### src/rtl/uart_rx_sipo.sv
// ============================================================================
// uart_rx_sipo : oversampled 8N1-style serial receiver with parallel output,
//                one-cycle valid strobe and framing-error pulse.
// Revision     : 1.0
// ============================================================================
`default_nettype none
`timescale 1ns/1ps

module uart_rx_sipo #(
  parameter int WIDTH        = 8,
  parameter int CLKS_PER_BIT = 16
) (
  input  logic             clk_i,
  input  logic             reset_ni,
  input  logic             rx_i,
  output logic [WIDTH-1:0] data_o,
  output logic             valid_o,
  output logic             frame_error_o,
  output logic             busy_o
);

  localparam int CNT_W = (CLKS_PER_BIT > 1) ? $clog2(CLKS_PER_BIT) : 1;
  localparam int BIT_W = $clog2(WIDTH + 1);

  localparam logic [CNT_W-1:0] C_HALF_LAST = CNT_W'(CLKS_PER_BIT / 2 - 1);
  localparam logic [CNT_W-1:0] C_FULL_LAST = CNT_W'(CLKS_PER_BIT - 1);
  localparam logic [BIT_W-1:0] C_BIT_LAST  = BIT_W'(WIDTH - 1);

  typedef enum logic [2:0] {
    S_IDLE      = 3'd0,
    S_START     = 3'd1,
    S_DATA      = 3'd2,
    S_STOP      = 3'd3,
    S_WAIT_HIGH = 3'd4
  } state_e;

  state_e             state_q, state_d;
  logic [1:0]         sync_q;
  logic [CNT_W-1:0]   cyc_q, cyc_d;
  logic [BIT_W-1:0]   bit_q, bit_d;
  logic [WIDTH-1:0]   shift_q, shift_d;
  logic [WIDTH-1:0]   data_q, data_d;
  logic               valid_q, valid_d;
  logic               ferr_q, ferr_d;
  logic               rx_s;

  assign rx_s = sync_q[1];

  always_ff @(posedge clk_i) begin
    if (!reset_ni) begin
      sync_q  <= 2'b11;
      state_q <= S_IDLE;
      cyc_q   <= '0;
      bit_q   <= '0;
      shift_q <= '0;
      data_q  <= '0;
      valid_q <= 1'b0;
      ferr_q  <= 1'b0;
    end else begin
      sync_q  <= {sync_q[0], rx_i};
      state_q <= state_d;
      cyc_q   <= cyc_d;
      bit_q   <= bit_d;
      shift_q <= shift_d;
      data_q  <= data_d;
      valid_q <= valid_d;
      ferr_q  <= ferr_d;
    end
  end

  // Counters only advance in the timed states, so they never wrap while idling.
  always_comb begin
    state_d = state_q;
    cyc_d   = cyc_q;
    bit_d   = bit_q;
    shift_d = shift_q;
    data_d  = data_q;
    valid_d = 1'b0;
    ferr_d  = 1'b0;
    case (state_q)
      S_IDLE: begin
        if (!rx_s) begin
          state_d = S_START;
          cyc_d   = '0;
          bit_d   = '0;
        end
      end
      S_START: begin
        if (cyc_q == C_HALF_LAST) begin
          cyc_d   = '0;
          bit_d   = '0;
          state_d = rx_s ? S_IDLE : S_DATA;
        end else begin
          cyc_d = cyc_q + CNT_W'(1);
        end
      end
      S_DATA: begin
        if (cyc_q == C_FULL_LAST) begin
          cyc_d = '0;
          for (int i = 0; i < WIDTH; i++) begin
            if (bit_q == BIT_W'(i)) shift_d[i] = rx_s;
          end
          if (bit_q == C_BIT_LAST) begin
            state_d = S_STOP;
            bit_d   = '0;
          end else begin
            bit_d = bit_q + BIT_W'(1);
          end
        end else begin
          cyc_d = cyc_q + CNT_W'(1);
        end
      end
      S_STOP: begin
        if (cyc_q == C_FULL_LAST) begin
          cyc_d = '0;
          if (rx_s) begin
            data_d  = shift_q;
            valid_d = 1'b1;
            state_d = S_IDLE;
          end else begin
            ferr_d  = 1'b1;
            state_d = S_WAIT_HIGH;
          end
        end else begin
          cyc_d = cyc_q + CNT_W'(1);
        end
      end
      S_WAIT_HIGH: begin
        if (rx_s) state_d = S_IDLE;
      end
      default: begin
        state_d = S_IDLE;
        cyc_d   = '0;
        bit_d   = '0;
      end
    endcase
  end

  assign data_o        = data_q;
  assign valid_o       = valid_q;
  assign frame_error_o = ferr_q;
  assign busy_o        = (state_q != S_IDLE);

endmodule

`default_nettype wire

### config.mk
export PLATFORM = sky130hd
export DESIGN_NAME = uart_rx_sipo
export DESIGN_NICKNAME = d
export VERILOG_FILES = /design/src/rtl/uart_rx_sipo.sv
export SDC_FILE = /design/constraint.sdc
export NUM_CORES = 1
export LEC_CHECK = 0
export BUFFER_PORTS_ARGS = -buffer_cell sky130_fd_sc_hd__buf_2
export CORE_ASPECT_RATIO = 1.75
export CORE_MARGIN = 5
export CORE_UTILIZATION = 57
export DETAILED_ROUTE_END_ITERATION = 10
export PLACE_DENSITY_LB_ADDON = 0.2
export SLEW_MARGIN = 5
export SYNTH_ARGS = -nofsm -noshare
export SYNTH_HDL_FRONTEND = slang
export SYNTH_SLANG_ARGS = --single-unit
### constraint.sdc
create_clock -name clk_i -period 2.05 [get_ports clk_i]
set_input_delay 0.205 -clock clk_i [delete_from_list [all_inputs] [get_ports clk_i]]
set_output_delay 0.205 -clock clk_i [all_outputs]
set_load 0.05 [all_outputs]
### Word-level counts from Yosys, hierarchy flattened

Cells that the tools add are included.
Widths: inputs -> output; s select.

* bits in writable memories: 0
* bits in read-only memories: 0
* register bits after elaboration: 31
* logic and storage cells: 75
* latch bits: 0
* output and inout bits: 11
* input port bits: 3
* memories kept: 0

* magnitude comparators: 0
* div/mod/pow operators: 0
* eq/ne operators: 19
* bitwise logic cells: 2
* reductions and logical operators: 18
* shifts and indexed selects: 0
* $mul: 0
* multiplexer cells: 19
* add/subtract/negate cells: 2

Operator list (count)
* $pmux 4 s4: 2
* $reduce_and 3->1: 10
* $mux 4: 6
* $mux 3: 7
* $eq 4x3->1 const B: 5
* $pmux 3 s5: 1
* $ne 2x2->1 const B: 6
* $add 4x1->4 const B: 2
* $eq 4x2->1 const B: 2
* $eq 3x2->1 const B: 2
* $reduce_and 6->1: 1
* $eq 4x1->1 const B: 1
* $eq 4x4->1 const B: 1
* $logic_not 4->1: 1
* $reduce_and 4->1: 1
* $reduce_or 2->1: 2
* $eq 3x1->1 const B: 1
* $eq 3x3->1 const B: 1
* $logic_not 3->1: 1
* $reduce_bool 3->1: 1
* $mux 1: 2
* $mux 2: 1
* $not 1->1: 2
* $reduce_and 2->1: 1

### Longest topological paths before layout

Gate-level depths: netlist of run 1.

* depth in word-level cells: 4
* mapped depth: 7
* gate-level depth less buffers: 5

### Worst setup path before layout of run 1

OpenSTA, ideal clock, no wires.

* path type: flip-flop to flip-flop
* from: register cyc_q[0]
* to: register cyc_q[3]
* data required time: 1976 ps
* path buffers: 1
* clock period less this slack: 1666 ps
* stages on the path, launching flop included: 7
* setup time: 74 ps
* path slack: 384 ps
* arrival: 1592 ps
* cells stage by stage: dfxtp_1 > ha_1 > and3_1 > clkbuf_4 > o22ai_4 > or4b_1 > a31oi_1

* cells in the longest elaborated chain, start to end: 3
* elaborated cells on any way between the ends: 6
* classes of those cells: 1 x add/sub; 2 x eq/ne; 3 x mux

Ends and longest elaborated chain
* start: declaration: line 39 `logic [CNT_W-1:0] cyc_q, cyc_d;`
* start signal: assignment: line 62 `cyc_q <= cyc_d;`
* $add 4x1->4, or another cell as far along: line 94, 110, 125
* $mux 4, on equally long branches: line 98, 114, 89
* $pmux 4 s4 (*): line 80 `case (state_q)`

Mark *: on every way between the ends. The rest lies on a longest branch, timed or not.
A chain may end at the register's enable or synchronous reset.

### Final worst setup path of run 1

Same ends and word-level chain as after synthesis.

==> metrics.csv, run 1 <==
stage;metric;value;unit
outcome;status;finished, final reports clean;
clocking;postCtsHoldBufs;0;
global_route;gr-total-overflow;0;
power;p_per_area;795;nW/um2
floorplanning;die_area;3660;um2
timing;rsz0062_at_grt;false;
clocking;cts_setup_buffers;0;
power;max-vdd-ir-drop;610;uV
logic_synthesis;synth_seq_cells;31;
clocking;htree_levels;2;
timing;maxSlewViolCount;0;
clocking;cts_sinks;31;
timing;hold_viol;0;
logic_synthesis;synthCells;160;
placed_design;dp.cells;193;
placed_design;port_buffers;13;
worst_setup_path;crit_path_top_delay_cell;or4b_1;
global_route;grt_pass1_vias;1103;
global_route;grt_pass1_wl;4.84;mm
finish;layout.nets;182;
finish;finalNonFillerCells;201;
worst_setup_path;r2r_start;cyc_q[0];
job;maxCapViolations;0;
floorplanning;io-pin-count;14;
timing;fin_crit;1820;ps
detailed_routing;drtIter0Drc;32;
timing;tns;0;ps
timing;slew_headroom;67.3;%
detailed_routing;ant_nets;0;
logic_synthesis;syn_area;1430;um2
floorplanning;die_y;76.4;um
logic_synthesis;ys_warn_count;0;
worst_setup_path;crit_path_end_kind;flip-flop;
detailed_routing;drt-pass1-iter-count;4;
clocking;clk_pin_slew;60;ps
logic_synthesis;syn_nets;168;
timing;period_share;89.0;%
worst_setup_path;cp_max_fo;15;
timing;setup_violations;0;
clocking;cts_buffer_depth;2;
floorplanning;die_x;47.9;um
finish;syn_to_final_growth;13.0;%
clocking;cts_root_buf;clkbuf_8;
timing;fin_skew;9.16;ps
placed_design;hpwl;2.11;mm
worst_setup_path;crit_required;2260;ps
worst_setup_path;path_class;flip-flop to flip-flop;
logic_synthesis;synth_seq_area_share;43.3;%
clocking;clock_latency;280;ps
logic_synthesis;async_reset_ff_share;0;%
floorplanning;rows;24;
logic_synthesis;synthTopCellsByArea;dfxtp_1 43%, nand2_1 8.9%, mux2i_1 7.7%, nand3_1 5.6%, ha_1 4.4%;
worst_setup_path;cp.arrival;2030;ps
worst_setup_path;cpPeakStageDelay;460;ps
logic_synthesis;synth-edff-count;0;
detailed_routing;drt-total-wl;2.93;mm
finish;drive_gt1_share;18.3;%
floorplanning;coreArea;2460;um2
worst_setup_path;reg2reg_depth;5;
worst_setup_path;crit_path_end;cyc_q[3];
global_route;grt_max_degree;24;
worst_setup_path;reg2reg_slack;230;ps
worst_setup_path;cp-start-kind;flip-flop;
finish;n_antenna_cell;0;
global_route;grtUsageTotal;18.3;%
logic_synthesis;synth_ff_type;dfxtp_1;
logic_synthesis;synth_top_area_share;43.3;%
detailed_routing;vias;1185;
timing;fmax;548;MHz
clocking;cts_buffers;5;
placed_design;routabilityCongestion;0.783;
clocking;cts_tree;built;
logic_synthesis;synth_cell_types;40;
timing;worstMarginPinSlew;488;ps
power;p_leak;0.678;nW
global_route;antenna_found_initial;0;
worst_setup_path;crit_start;cyc_q[0];
worst_setup_path;rr_endpoint;cyc_q[3];
logic_synthesis;avgSynthCellArea;8.96;um2
hold_path;hold_path.class;input port to flip-flop;
logic_synthesis;yosysTopAreaCell;dfxtp_1;
detailed_routing;wl_per_cell;14.6;um
detailed_routing;viasPerCell;5.90;
floorplanning;initial_core_util;58.2;%
detailed_routing;route.detailed.drc;0;
worst_setup_path;path_cells;ha_1 -> and3_2 -> o22ai_4 -> or4b_1 -> a31oi_1;
[cell usage after synthesis, types with 2 or more instances]
master and count:
ha_1 5, and3b_2 2, clkbuf_1 5, nand2_1 34, a22oi_1 2, nor2_1 6, nand2b_1 3, inv_1 4
nor3_1 2, xor2_1 2, and3_1 2, a21oi_1 8, mux2i_1 11, a221oi_1 2, nand3_1 16, dfxtp_1 31
nand3b_1 2
[routing by layer]
metal	track usage, %	wire [um]	up-vias
li1	-	-	589
met1	20.0	1120	556
met2	29.8	1610	30
met3	4.96	103	10
met4	9.70	101	0
met5	0	0	-
[worst min-delay path by stage]
| stage | end | start | cells after the start | slack, ps |
|---|---|---|---|---|
| finish | sync_q[0] | rx_i | 2 | 110 |
| global route | sync_q[0] | rx_i | 2 | 90 |
| CTS | sync_q[0] | rx_i | 2 | 100 |
| detailed placement | sync_q[0] | rx_i | 2 | 390 |
| global placement | sync_q[0] | rx_i | 2 | 390 |
| floorplan | sync_q[0] | rx_i | 1 | 310 |
[sequential cells by signal (all words and copies together), names as in the netlist]
name / cells
shift_q: 8
frame_error_o: 1
sync_q: 2
data_o: 8
state_q: 3
valid_o: 1
bit_q: 4
cyc_q: 4
[final cells by class]
cell class | count | area, um2
sequential | 31 | 621
timing repair buffer | 15 | 80.1
tap | 26 | 32.5
clock inverter | 2 | 35.0
fill | 210 | 842
inverter | 4 | 15.0
clock buffer | 6 | 82.6
multi-input combinational | 117 | 754
[stage by stage]
step,hold WS [ps],instance area [um2],util [%],total power [mW],setup WS [ps]
2_1_floorplan,306,1430,-,0.670,384
3_3_place_gp,387,1500,61.0,0.684,211
3_5_place_dp,393,1500,61.0,0.686,103
4_1_cts,97.0,1620,65.8,1.30,87.9
5_1_grt,93.5,1620,65.8,1.35,117
6_report,107,1620,65.8,1.29,225
[layout by cell type, fill, tap and decap left out, drive strengths merged, types with 2 or more instances in the layout]
cell and n:
nor2 6, nand3 16, mux2i 11, a221oi 2, ha 5, dfxtp 31
nand2b 3, o22ai 2, buf 15, a22oi 2, xor2 2, inv 4
nand2 34, nand3b 2, clkbuf 6, a21oi 8, and3 2, nor3 2
and3b 3
[report_power, final]
part           leakage (nW)  total (mW)  internal, mW  switching, mW
Combinational         0.367      0.0614        0.0230         0.0384
Clock                0.0612       0.616         0.393          0.223
Sequential            0.250       0.611         0.607        0.00392
Total                 0.678        1.29          1.02          0.265
[critical path, delay by kind of cell (launching register included)]
family                     cells  cell delay, ps
AOI/OAI and AO/OA              2             350
adders and majority gates      1             260
and+or+nand+nor                2             800
DFF                            1             340
[logic make-up after synthesis]
| family | Yosys count | synth area share [%] |
|---|---|---|
| compound gates | 22 | 11.4 |
| xor+xnor | 2 | 1.22 |
| fa+ha+maj | 5 | 4.36 |
| buf+inv | 12 | 4.19 |
| flops | 31 | 43.3 |
| mux | 11 | 7.68 |
| simple gates | 77 | 27.8 |
[what timing repair did]
action | 4_1_cts | 5_1_grt
endpoints found under the hold margin | 0 | 0
gates resized for setup | 0 | 1
endpoints found under the setup margin | 0 | 4
No activity file was read; power rests on OpenSTA's default activity.
==> run 2: changes to the inputs <==
Settings changed: BUFFER_PORTS_ARGS -buffer_cell sky130_fd_sc_hd__buf_2 to not set, CORE_UTILIZATION 57 to 60, CTS_BUF_LIST set to sky130_fd_sc_hd__clkbuf_8 sky130_fd_sc_hd__clkbuf_16, DONT_BUFFER_PORTS set to 1.
==> run 2 against run 1 <==
Critical path depth did not move. Via count fell by 3.0%. Largest power group is now registers. Fmax rose by 1.1%. Global-route usage rose by 2.3 points. Routed wire length rose by 0.72%. Largest cell class unchanged. Critical endpoint is now state_q[2]. Worst hold slack got worse by 98 ps. Clock power fell by 25%.
==> metrics.csv, run 2 (synthesis results as in run 1) <==
stage;metric;value;unit;change
clocking;clock_latency;270;ps;about the same
detailed_routing;viasPerCell;6.12;;+3.8%
timing;fmax;554;MHz;+1.1%
clocking;clk_pin_slew;60;ps;about the same
worst_setup_path;path_class;flip-flop to flip-flop;;
floorplanning;die_area;3510;um2;-4.2%
job;maxCapViolations;0;;unchanged
finish;drive_gt1_share;11.0;%;-7.2 points
global_route;antenna_found_initial;0;;unchanged
timing;slew_headroom;64.7;%;-2.6 points
global_route;grt_pass1_vias;1166;;+5.7%
finish;layout.nets;171;;-6.0%
global_route;grt_pass1_wl;5.16;mm;+6.6%
timing;maxSlewViolCount;0;;unchanged
timing;setup_violations;0;;unchanged
timing;period_share;88.1;%;-0.95 points
detailed_routing;ant_nets;0;;unchanged
timing;hold_viol;0;;unchanged
worst_setup_path;cp_max_fo;7;;-8
detailed_routing;met2_length;1.67;mm;+3.7%
floorplanning;die_y;74.7;um;-2.2%
global_route;gr-total-overflow;0;;unchanged
timing;tns;0;ps;unchanged
detailed_routing;drt-total-wl;2.96;mm;+0.72%
hold_path;hold_start;reset_ni;;
worst_setup_path;cp.arrival;2010;ps;-20 ps
floorplanning;io-pin-count;14;;unchanged
power;p_per_area;734;nW/um2;-7.6%
clocking;cts_buffers;5;;unchanged
timing;fin_skew;4.50;ps;-4.66 ps
power;p_leak;0.605;nW;-11%
worst_setup_path;crit_path_end_kind;flip-flop;;
detailed_routing;wl_per_cell;15.7;um;+7.7%
timing;worstMarginPinSlew;528;ps;+39.4 ps
clocking;htree_levels;2;;unchanged
timing;fin_crit;1810;ps;-19.5 ps
worst_setup_path;reg2reg_slack;240;ps;+20 ps
detailed_routing;drtIter0Drc;10;;-69%
hold_path;hold_path_depth;1;;-1
clocking;postCtsHoldBufs;1;;+1
floorplanning;die_x;47.0;um;-2.0%
clocking;cts_setup_buffers;0;;unchanged
timing;rsz0062_at_grt;false;;
clocking;cts_tree;built;;
finish;layout_common_cells;34 x nand2_1, 31 x dfxtp_1, 16 x nand3_1;;
clocking;cts_root_buf;clkbuf_8;;
clocking;postCtsResizedCells;0;;unchanged
worst_setup_path;cp-start-kind;flip-flop;;
clocking;cts_buffer_depth;2;;unchanged
detailed_routing;route.detailed.drc;0;;unchanged
placed_design;hpwl;2.17;mm;+2.8%
floorplanning;initial_core_util;62.3;%;+4.1 points
finish;n_antenna_cell;0;;unchanged
detailed_routing;vias;1150;;-3.0%
detailed_routing;wl_met1;1.09;mm;-2.4%
worst_setup_path;rr_endpoint;state_q[2];;
global_route;grt_max_degree;24;;unchanged
worst_setup_path;crit_path_top_delay_cell;a221oi_1;;
worst_setup_path;cpPeakStageDelay;400;ps;-60 ps
worst_setup_path;path_cells;ha_1 -> and3_1 -> o22ai_4 -> a221oi_1 -> mux2i_1;;
floorplanning;coreArea;2300;um2;-6.5%
detailed_routing;wl_met3;96;um;-6.8%
timing;hold_ws;9.68;ps;-97.5 ps
detailed_routing;drt-pass1-iter-count;4;;unchanged
power;max-vdd-ir-drop;542;uV;-11%
placed_design;port_buffers;0;;-13
worst_setup_path;r2r_start;cyc_q[0];;
finish;syn_to_final_growth;7.42;%;
detailed_routing;top_layer;met4;;
clocking;cts_sinks;31;;unchanged
outcome;status;finished, final reports clean;;
worst_setup_path;crit_required;2250;ps;about the same
hold_path;holdPathEnd;sync_q[0];;
global_route;grtUsageTotal;20.6;%;+2.3 points
floorplanning;rows;23;;-4.2%
finish;final_common_cell;nand2_1;;
worst_setup_path;reg2reg_depth;5;;unchanged
placed_design;routabilityCongestion;0.846;;+8.0%
hold_path;hold_path.class;input port to flip-flop;;
-- run 2: how the worst max path moves through the flow --
stage	from	cells past startpoint	endpoint	slack (ps)
after floorplan	cyc_q[0]	6	cyc_q[3]	380
after global placement	cyc_q[0]	5	cyc_q[3]	350
after detailed placement	cyc_q[0]	5	state_q[2]	260
after CTS	cyc_q[0]	5	state_q[2]	230
after global routing	cyc_q[0]	5	state_q[2]	70
final	cyc_q[0]	5	state_q[2]	240
-- run 2: layout make-up --
cell class / instances / area, um2
fillers: 205 / 762
multi-input cells: 117 / 753
flip-flops and latches: 31 / 621
clock buffers: 6 / 82.6
repair buffers: 4 / 32.5
well taps: 25 / 31.3
inverters: 4 / 15.0
clock inverters: 1 / 5.00
-- run 2: critical path: cells and delay by family, from the launching register on --
family / cells / cell delay (ps)
mux: 1 / 240
fa+ha+maj: 1 / 260
flops: 1 / 370
simple gates: 1 / 340
compound gates: 2 / 530
-- run 2: metal layers --
metal  vias to the layer above  GRT usage, %
met5                         -             0
met4                         0          11.1
met2                        25          35.6
met3                        11          5.02
met1                       548          22.1
li1                        566             -
-- run 2: report_power, final --
part / total [mW] / internal (mW) / switching [mW]
Sequential: 0.613 / 0.607 / 0.00553
Clock: 0.464 / 0.263 / 0.201
Combinational: 0.0542 / 0.0222 / 0.0320
-- run 2: stage by stage --
stage                     worst slack [ps]  util (%)  instances  power [mW]  instance area (um2)
after floorplan                        384         -        160       0.670                 1430
after detailed placement               256      62.7        180       0.679                 1440
after global placement                 347      62.7        180       0.675                 1440
final                                  245      66.9        188        1.13                 1540
after global routing                  73.5      66.9        188        1.19                 1540
after CTS                              235      66.9        188        1.15                 1540
